===== config.mk =====
export PLATFORM = sky130hd
export DESIGN_NAME = key_event_queue
export DESIGN_NICKNAME = d
export VERILOG_FILES = /design/src/rtl/key_event_queue.sv
export SDC_FILE = /design/constraint.sdc
export NUM_CORES = 1
export LEC_CHECK = 0
export CAP_MARGIN = 20
export CORE_ASPECT_RATIO = 0.7
export CORE_MARGIN = 5
export CORE_UTILIZATION = 56
export CTS_CLUSTER_SIZE = 20
export DETAILED_ROUTE_END_ITERATION = 7
export GPL_TIMING_DRIVEN = 0
export MAX_ROUTING_LAYER = met4
export PLACE_DENSITY = 0.89
export SLEW_MARGIN = 20
export SYNTH_ARGS = -nofsm -noshare
export SYNTH_HDL_FRONTEND = slang
export SYNTH_SLANG_ARGS = --single-unit

===== constraint.sdc =====
create_clock -name clk -period 3.1 [get_ports clk]
set_input_delay 0.93 -clock clk [delete_from_list [all_inputs] [get_ports clk]]
set_output_delay 0.93 -clock clk [all_outputs]
set_load 0.005 [all_outputs]

===== src/rtl/key_event_queue.sv =====
// key_event_queue
//
// Turns debounced key level transitions into press/release events and
// queues them in a first-word-fall-through FIFO for the CPU to pop.
//
// Ports:
//   clk       system clock, all state updates on the rising edge
//   rst       asynchronous active-high reset
//   keys      debounced key levels (1 = held), synchronous to clk
//   rd        pop strobe; one event leaves per cycle while high and ev_valid
//   ev_valid  FIFO holds at least one event
//   ev_data   head event {press, 3'b000, key index}, 8'h00 when empty
//   ev_count  number of events currently stored (0..DEPTH)
//   irq       level interrupt, high while events are pending in the FIFO
module key_event_queue #(
    parameter int NKEYS = 8,
    parameter int DEPTH = 8
) (
    input  logic                     clk,
    input  logic                     rst,
    input  logic [NKEYS-1:0]         keys,
    input  logic                     rd,
    output logic                     ev_valid,
    output logic [7:0]               ev_data,
    output logic [$clog2(DEPTH):0]   ev_count,
    output logic                     irq
);

    localparam int AW = $clog2(DEPTH);
    localparam int CW = AW + 1;

    logic [NKEYS-1:0] prev_q;
    logic [NKEYS-1:0] pending_q;
    logic [NKEYS-1:0] pending_d;
    logic [NKEYS-1:0] change;
    logic [NKEYS-1:0] grant;

    logic [7:0]       mem_q [DEPTH];
    logic [AW-1:0]    wr_ptr_q;
    logic [AW-1:0]    rd_ptr_q;
    logic [CW-1:0]    count_q;
    logic [CW-1:0]    count_d;

    logic             grant_any;
    logic             grant_lvl;
    logic [3:0]       grant_idx;
    logic             push;
    logic             pop;
    logic [7:0]       push_data;

    assign change = keys ^ prev_q;

    // Scanner: walk from the top index down so the last hit wins, leaving
    // the lowest pending key granted. A full FIFO stalls the scan so that
    // pending bits are held rather than events being dropped.
    always_comb begin
        grant_any = 1'b0;
        grant_idx = 4'd0;
        grant_lvl = 1'b0;
        grant     = '0;
        if (count_q < CW'(DEPTH)) begin
            for (int i = NKEYS - 1; i >= 0; i--) begin
                if (pending_q[i]) begin
                    grant_any = 1'b1;
                    grant_idx = 4'(i);
                    grant_lvl = prev_q[i];
                    grant     = NKEYS'(1) << i;
                end
            end
        end
    end

    assign push      = grant_any;
    assign push_data = {grant_lvl, 3'b000, grant_idx};
    assign pop       = rd && (count_q != '0);

    // XOR lets a second toggle cancel an ungranted event, and re-arms a key
    // whose level changes in the same cycle its previous event is granted.
    assign pending_d = (pending_q & ~grant) ^ change;

    always_comb begin
        count_d = count_q;
        case ({push, pop})
            2'b10:   count_d = count_q + CW'(1);
            2'b01:   count_d = count_q - CW'(1);
            default: count_d = count_q;
        endcase
    end

    always_ff @(posedge clk or posedge rst) begin
        if (rst) begin
            prev_q    <= '0;
            pending_q <= '0;
            wr_ptr_q  <= '0;
            rd_ptr_q  <= '0;
            count_q   <= '0;
        end else begin
            prev_q    <= keys;
            pending_q <= pending_d;
            count_q   <= count_d;
            if (push) begin
                wr_ptr_q <= wr_ptr_q + AW'(1);
            end
            if (pop) begin
                rd_ptr_q <= rd_ptr_q + AW'(1);
            end
        end
    end

    // Storage needs no reset: entries are only visible while count_q covers them.
    always_ff @(posedge clk) begin
        if (push) begin
            mem_q[wr_ptr_q] <= push_data;
        end
    end

    assign ev_valid = (count_q != '0);
    assign ev_data  = ev_valid ? mem_q[rd_ptr_q] : 8'h00;
    assign ev_count = count_q;
    assign irq      = ev_valid;

endmodule

==> results.toml, run 1 <==
[worst_hold_path]
hold_class = "register to register"
min_to = "wr_ptr_q[0]$_DFFE_PP0P_"
hp-start = "wr_ptr_q[0]$_DFFE_PP0P_"
hold_depth = 1

[setup_path]
crit_start = "ev_count[3]$_DFFE_PP0P_"
slowest_stage = "or4_4"
crit_family = "simple AND/OR/NAND/NOR gates"
ff2ff_path_depth = 11
cpPeakStageDelay_ps = 530
crit_path_max_fanout = 6
path_cells = "or4_4, buf_6, and2_4, a22o_1, dlygate4sd2_1"
start_kind = "register"
critPathCaptureType = "output port"
reg2reg_slack_ps = 600
timing.rr.end = "ev_count[2]$_DFFE_PP0P_"
r2r_start = "ev_count[3]$_DFFE_PP0P_"
crit_arrival_ps = 2050
required_ps = 2170
worstSetupPathType = "register to output port"
cp.buffers_inverters = 2

[place]
globalplace.congestion = 0.816
post-place-ws_ps = 194
dpl.cell_count = 265
numPortBuffers = 20
dpl-instance-area_sq_um = 2860
dpl.hpwl_microns = 3070

[sta]
finalSetupTns_ps = 0
min_period_ps = 2980
relSlewSlack_pct = 32.2
fin_crit_sh_pct = 96.2
fin_ws_ps = 116
max_freq_ghz = 0.335
hold_viol = 0
maxSlewViolCount = 0
skew_ps = 3.91
finalSetupViolCount = 0
tightest_slew_ps = 1010
rsz0062_at_grt = "no"

[cts]
clk_pin_slew_ps = 60
root_buffer = "clkbuf_8"
cts-htree-levels = 3
clk_latency_ps = 330
clkSinkCount = 58
clk_path_buf_depth = 2
numCtsBuffers = 9
cts_tree = "built"

[floorplanning]
die_h_microns = 66.8
die_w_microns = 91.2
core_area_sq_um = 4400
pin_count = 25
dieArea_sq_um = 6090
initial_utilization_pct = 58.7
rows = 20

[synth]
synth_most_common_cell = "edfxtp_1"
ys_ff_latch = 58
seq_area_frac_synth_pct = 62.4
synthArstFlopShare_pct = 44.8
ys_types = 32
synth_top_area_share_pct = 37.2
ys_top_cells_by_count = "edfxtp_1, dfrtp_1, nand2_1"
syn_inst = 187
synth-edff-count = 32
ys_top_cells_by_area = "edfxtp_1, dfrtp_1, mux4_2, xor2_1, xnor2_1"
synth_area_sq_um = 2580
syn_avg_cell_area_sq_um = 13.8
yosysWarnings = 0
synth_flop_cell = "edfxtp_1"
yosysTopAreaCell = "edfxtp_1"

[global_route]
grt-ovfl-total = 0
antenna_found_initial = 0
grt_max_degree = 27
grtUsageTotal_pct = 16.8
first_global_vias = 1475
grt_pass1_wl_microns = 7290

[flow_run]
max_cap_viol_count = 0

[power_and_ir_drop]
power_mw = 3.05
vdd_ir_drop_max_mv = 0.707
powerDensity_nw_per_um2 = 999
p_leak_nw = 1.20

[drt]
drt_iter0_drc = 119
wl_microns = 4430
vias = 1552
ant_nets = 0
drc_errors = 0
drt-wirelength-per-cell_microns = 15.6
viasPerCell = 5.46
dr.pass1.iters = 5

[status]
status = "finished clean"

[layout]
n_antenna_cell = 0
stdcell_area_sq_um = 3050
stdcell_count = 284
area_growth_syn_to_layout_pct = 18.0
drive_above_1_share_pct = 16.6
fin_nets = 240
==> worst max path at each step <==
stage	cells after the start	endpoint
floorplan	11	ev_count[2]$_DFFE_PP0P_
finish	5	ev_data[7]
detailed placement	5	ev_data[7]
CTS	5	ev_data[7]
global route	4	ev_data[7]
global placement	5	ev_data[7]
==> cells in the final DEF, fill, tap and decap left out, types with 3 or more instances in the layout <==
master	n
a21oi_1	8
a22o_1	5
buf_4	9
clkbuf_1	4
clkbuf_8	9
clkdlybuf4s50_1	16
clkinv_1	5
conb_1	4
dfrtp_1	24
dlygate4sd2_1	4
edfxtp_1	32
ha_1	5
inv_1	5
mux2_2	3
mux4_2	8
nand2_1	14
nor2_1	12
nor3_1	4
nor4_1	4
o21ai_0	7
xnor2_1	12
xor2_1	13
==> layer usage <==
layer / GRT usage [%] / routed length, microns / vias up
met3: 5.19 / 231 / 13
met2: 23.8 / 1970 / 44
met4: 8.79 / 82 / 0
met5: - / 0 / -
met1: 21.8 / 2150 / 749
li1: - / - / 746
==> worst reg2reg max path: cells and delay by family (launching register included) <==
family / cells / cell delay (ps)
compound gates: 1 / 140
xor+xnor: 3 / 460
fa+ha+maj: 2 / 450
buf+inv: 2 / 230
flops: 1 / 400
simple gates: 3 / 710
==> state kept, by name (all words and copies together), names as in the netlist <==
register,flops
prev_q,8
wr_ptr_q,3
mem_q,32
ev_count,4
pending_q,8
rd_ptr_q,3
==> layout make-up <==
cell class,instances,area [sq um]
Inverter,6,22.5
Sequential cell,58,1610
Timing Repair Buffer,23,218
Clock buffer,10,128
Fill cell,327,1360
Clock inverter,6,25.0
Tap cell,55,68.8
Buffer,10,67.6
Multi-Input combinational cell,116,906
==> cells by family after synthesis <==
logic type | Yosys count | share of synthesized area (%)
AO/OA/AOI/OAI | 24 | 5.91
XOR/XNOR | 25 | 8.47
multiplexers | 11 | 8.28
buffers and inverters | 16 | 3.15
flip-flops | 58 | 62.4
AND/OR/NAND/NOR | 47 | 9.25
other | 1 | 0.145
adder cells (fa/ha/maj) | 5 | 2.42
==> through the flow <==
step,utilization [%],hold slack [ps]
floorplan,-,480
CTS,69.2,540
finish,69.2,543
detailed placement,65.0,532
global placement,65.0,500
global route,69.2,559
==> timing repair <==
action                     4_1_cts  5_1_grt
setup endpoints to repair        4        0
buffers inserted                 3        0
gates resized for setup         10        0
hold buffers                     0        0
==> report_power, final <==
group,switching [mW],leakage [nW],internal [mW]
Combinational,0.593,0.521,0.624
Sequential,0.171,0.599,1.11
Clock,0.273,0.0800,0.276
Power figures use the tool's default switching activity.
==> run 2: changes to the inputs <==
- REMOVE_ABC_BUFFERS: not set -> 1
==> results.toml, run 2 (synthesis results as in run 1) <==
[status]
status = "finished clean"

[place]
globalplace.congestion = 0.814
numPortBuffers = 20
post-place-ws_ps = 25.6
dpl.cell_count = 255
dpl.hpwl_microns = 3010
dpl-instance-area_sq_um = 2810

[global_route]
antenna_found_initial = 0
busiest_layer = "met2"
grt-ovfl-total = 0
grtUsageTotal_pct = 17.4
grt.met3_usage_pct = 8.47
grt_max_degree = 27
gr-usage-met1_pct = 22.2
grt_pass1_wl_microns = 7460
grt_use_met2_pct = 24.6
first_global_vias = 1514

[drt]
vias = 1528
viasPerCell = 5.56
drt_iter0_drc = 126
drc_errors = 0
ant_nets = 0
dr.pass1.iters = 4
drt-wirelength-per-cell_microns = 16.2
wl_microns = 4450

[floorplanning]
die_w_microns = 91.2
initial_utilization_pct = 58.7
pin_count = 25
dieArea_sq_um = 6090
rows = 20
die_h_microns = 66.8
core_area_sq_um = 4400

[sta]
skew_ps = 3.68
rsz0062_at_grt = "no"
relSlewSlack_pct = 35.1
max_freq_ghz = 0.344
finalSetupViolCount = 0
maxSlewViolCount = 0
tightest_slew_ps = 965
fin_ws_ps = 189
hold_viol = 0
fin_crit_sh_pct = 93.9
finalSetupTns_ps = 0
min_period_ps = 2910

[layout]
final_common_cell = "edfxtp_1"
largest_reg_flops = 32
n_antenna_cell = 0
stdcell_area_sq_um = 3090
final_cell_mix = "edfxtp_1, dfrtp_1, clkdlybuf4s50_1"
max_flop_register = "mem_q"
fillers = 307
top_regs = "mem_q: 32 flops, pending_q: 8 flops, prev_q: 8 flops"
drive_above_1_share_pct = 17.3
seq_area_sq_um = 1620
finish.utilization_pct = 70.1
area_growth_syn_to_layout_pct = 19.6
stdcell_count = 275
multiInputGateArea_sq_um = 906
fin_nets = 231

[flow_run]
max_cap_viol_count = 0

[setup_path]
critPathCaptureType = "output port"
crit_path_max_fanout = 4
crit_arrival_ps = 1980
start_kind = "register"
worstSetupPathType = "register to output port"
ff2ff_path_depth = 11
required_ps = 2170

[power_and_ir_drop]
vdd_ir_drop_max_mv = 0.691
p_leak_nw = 1.23
powerDensity_nw_per_um2 = 1060

[cts]
cts_tree = "built"
clk_latency_ps = 330
clk_pin_slew_ps = 60
hold_buffers = 0
clk_path_buf_depth = 2
clkSinkCount = 58
cts-htree-levels = 3
numCtsBuffers = 9
root_buffer = "clkbuf_8"

[worst_hold_path]
hold_class = "register to register"
hold_depth = 1
[run 2: cell count changes in the layout (fill, tap and decap cells not counted), sizes merged]
cell,before,now
buf,10,4
bufinv,0,1
clkinv,7,3
dlygate4sd2,4,2
dlymetal6s2s,0,2
[run 2: area by class of cell]
cell class / count / area share (%)
Sequential cell: 58 / 52.4
Inverter: 6 / 0.729
Clock buffer: 13 / 6.52
Multi-Input combinational cell: 116 / 29.3
Clock inverter: 3 / 1.30
Timing Repair Buffer: 24 / 7.53
Tap cell: 55 / 2.23
[run 2: what timing repair did]
action	4_1_cts	5_1_grt
buffers inserted	4	0
pin swaps	1	1
resized for setup	6	3
endpoints found under the setup margin	4	2
[run 2: report_power, final]
| group | internal, mW | total (mW) | switching (mW) |
|---|---|---|---|
| Clock | 0.509 | 0.790 | 0.281 |
| Sequential | 1.11 | 1.36 | 0.247 |
| Combinational | 0.609 | 1.13 | 0.518 |
[run 2: metrics by stage]
step	total power [mW]	hold slack [ps]
6_report	3.28	540
5_1_grt	3.50	558
4_1_cts	3.31	539
3_5_place_dp	2.47	527
3_3_place_gp	2.41	502
2_1_floorplan	2.06	480
[run 2: routing by layer]
metal	vias up	wire length (microns)	share of wire, %
li1	727	-	-
met1	750	2100	47
met2	46	1980	44
met3	5	334	7.5
met4	0	31	0.70
met5	-	0	0
[run 2: worst paths after layout]
check / endpoint / slack, ps / startpoint
max in group asynchronous: rd_ptr_q[0]$_DFFE_PP0P_ / 1610 / rst
max reg2reg: ev_count[2]$_DFFE_PP0P_ / 510 / ev_count[3]$_DFFE_PP0P_
max: ev_data[7] / 190 / ev_count[3]$_DFFE_PP0P_
min in group asynchronous: ev_count[0]$_DFFE_PP0P_ / 1000 / rst
min: wr_ptr_q[0]$_DFFE_PP0P_ / 540 / wr_ptr_q[0]$_DFFE_PP0P_
min reg2reg: wr_ptr_q[0]$_DFFE_PP0P_ / 540 / wr_ptr_q[0]$_DFFE_PP0P_
[run 2: critical path, cell delays in order, from the launching register on]
cell and delay (ps):
dfrtp_2 400, or4_4 560, and2_4 200, a22o_1 220
dlygate4sd2_1 260
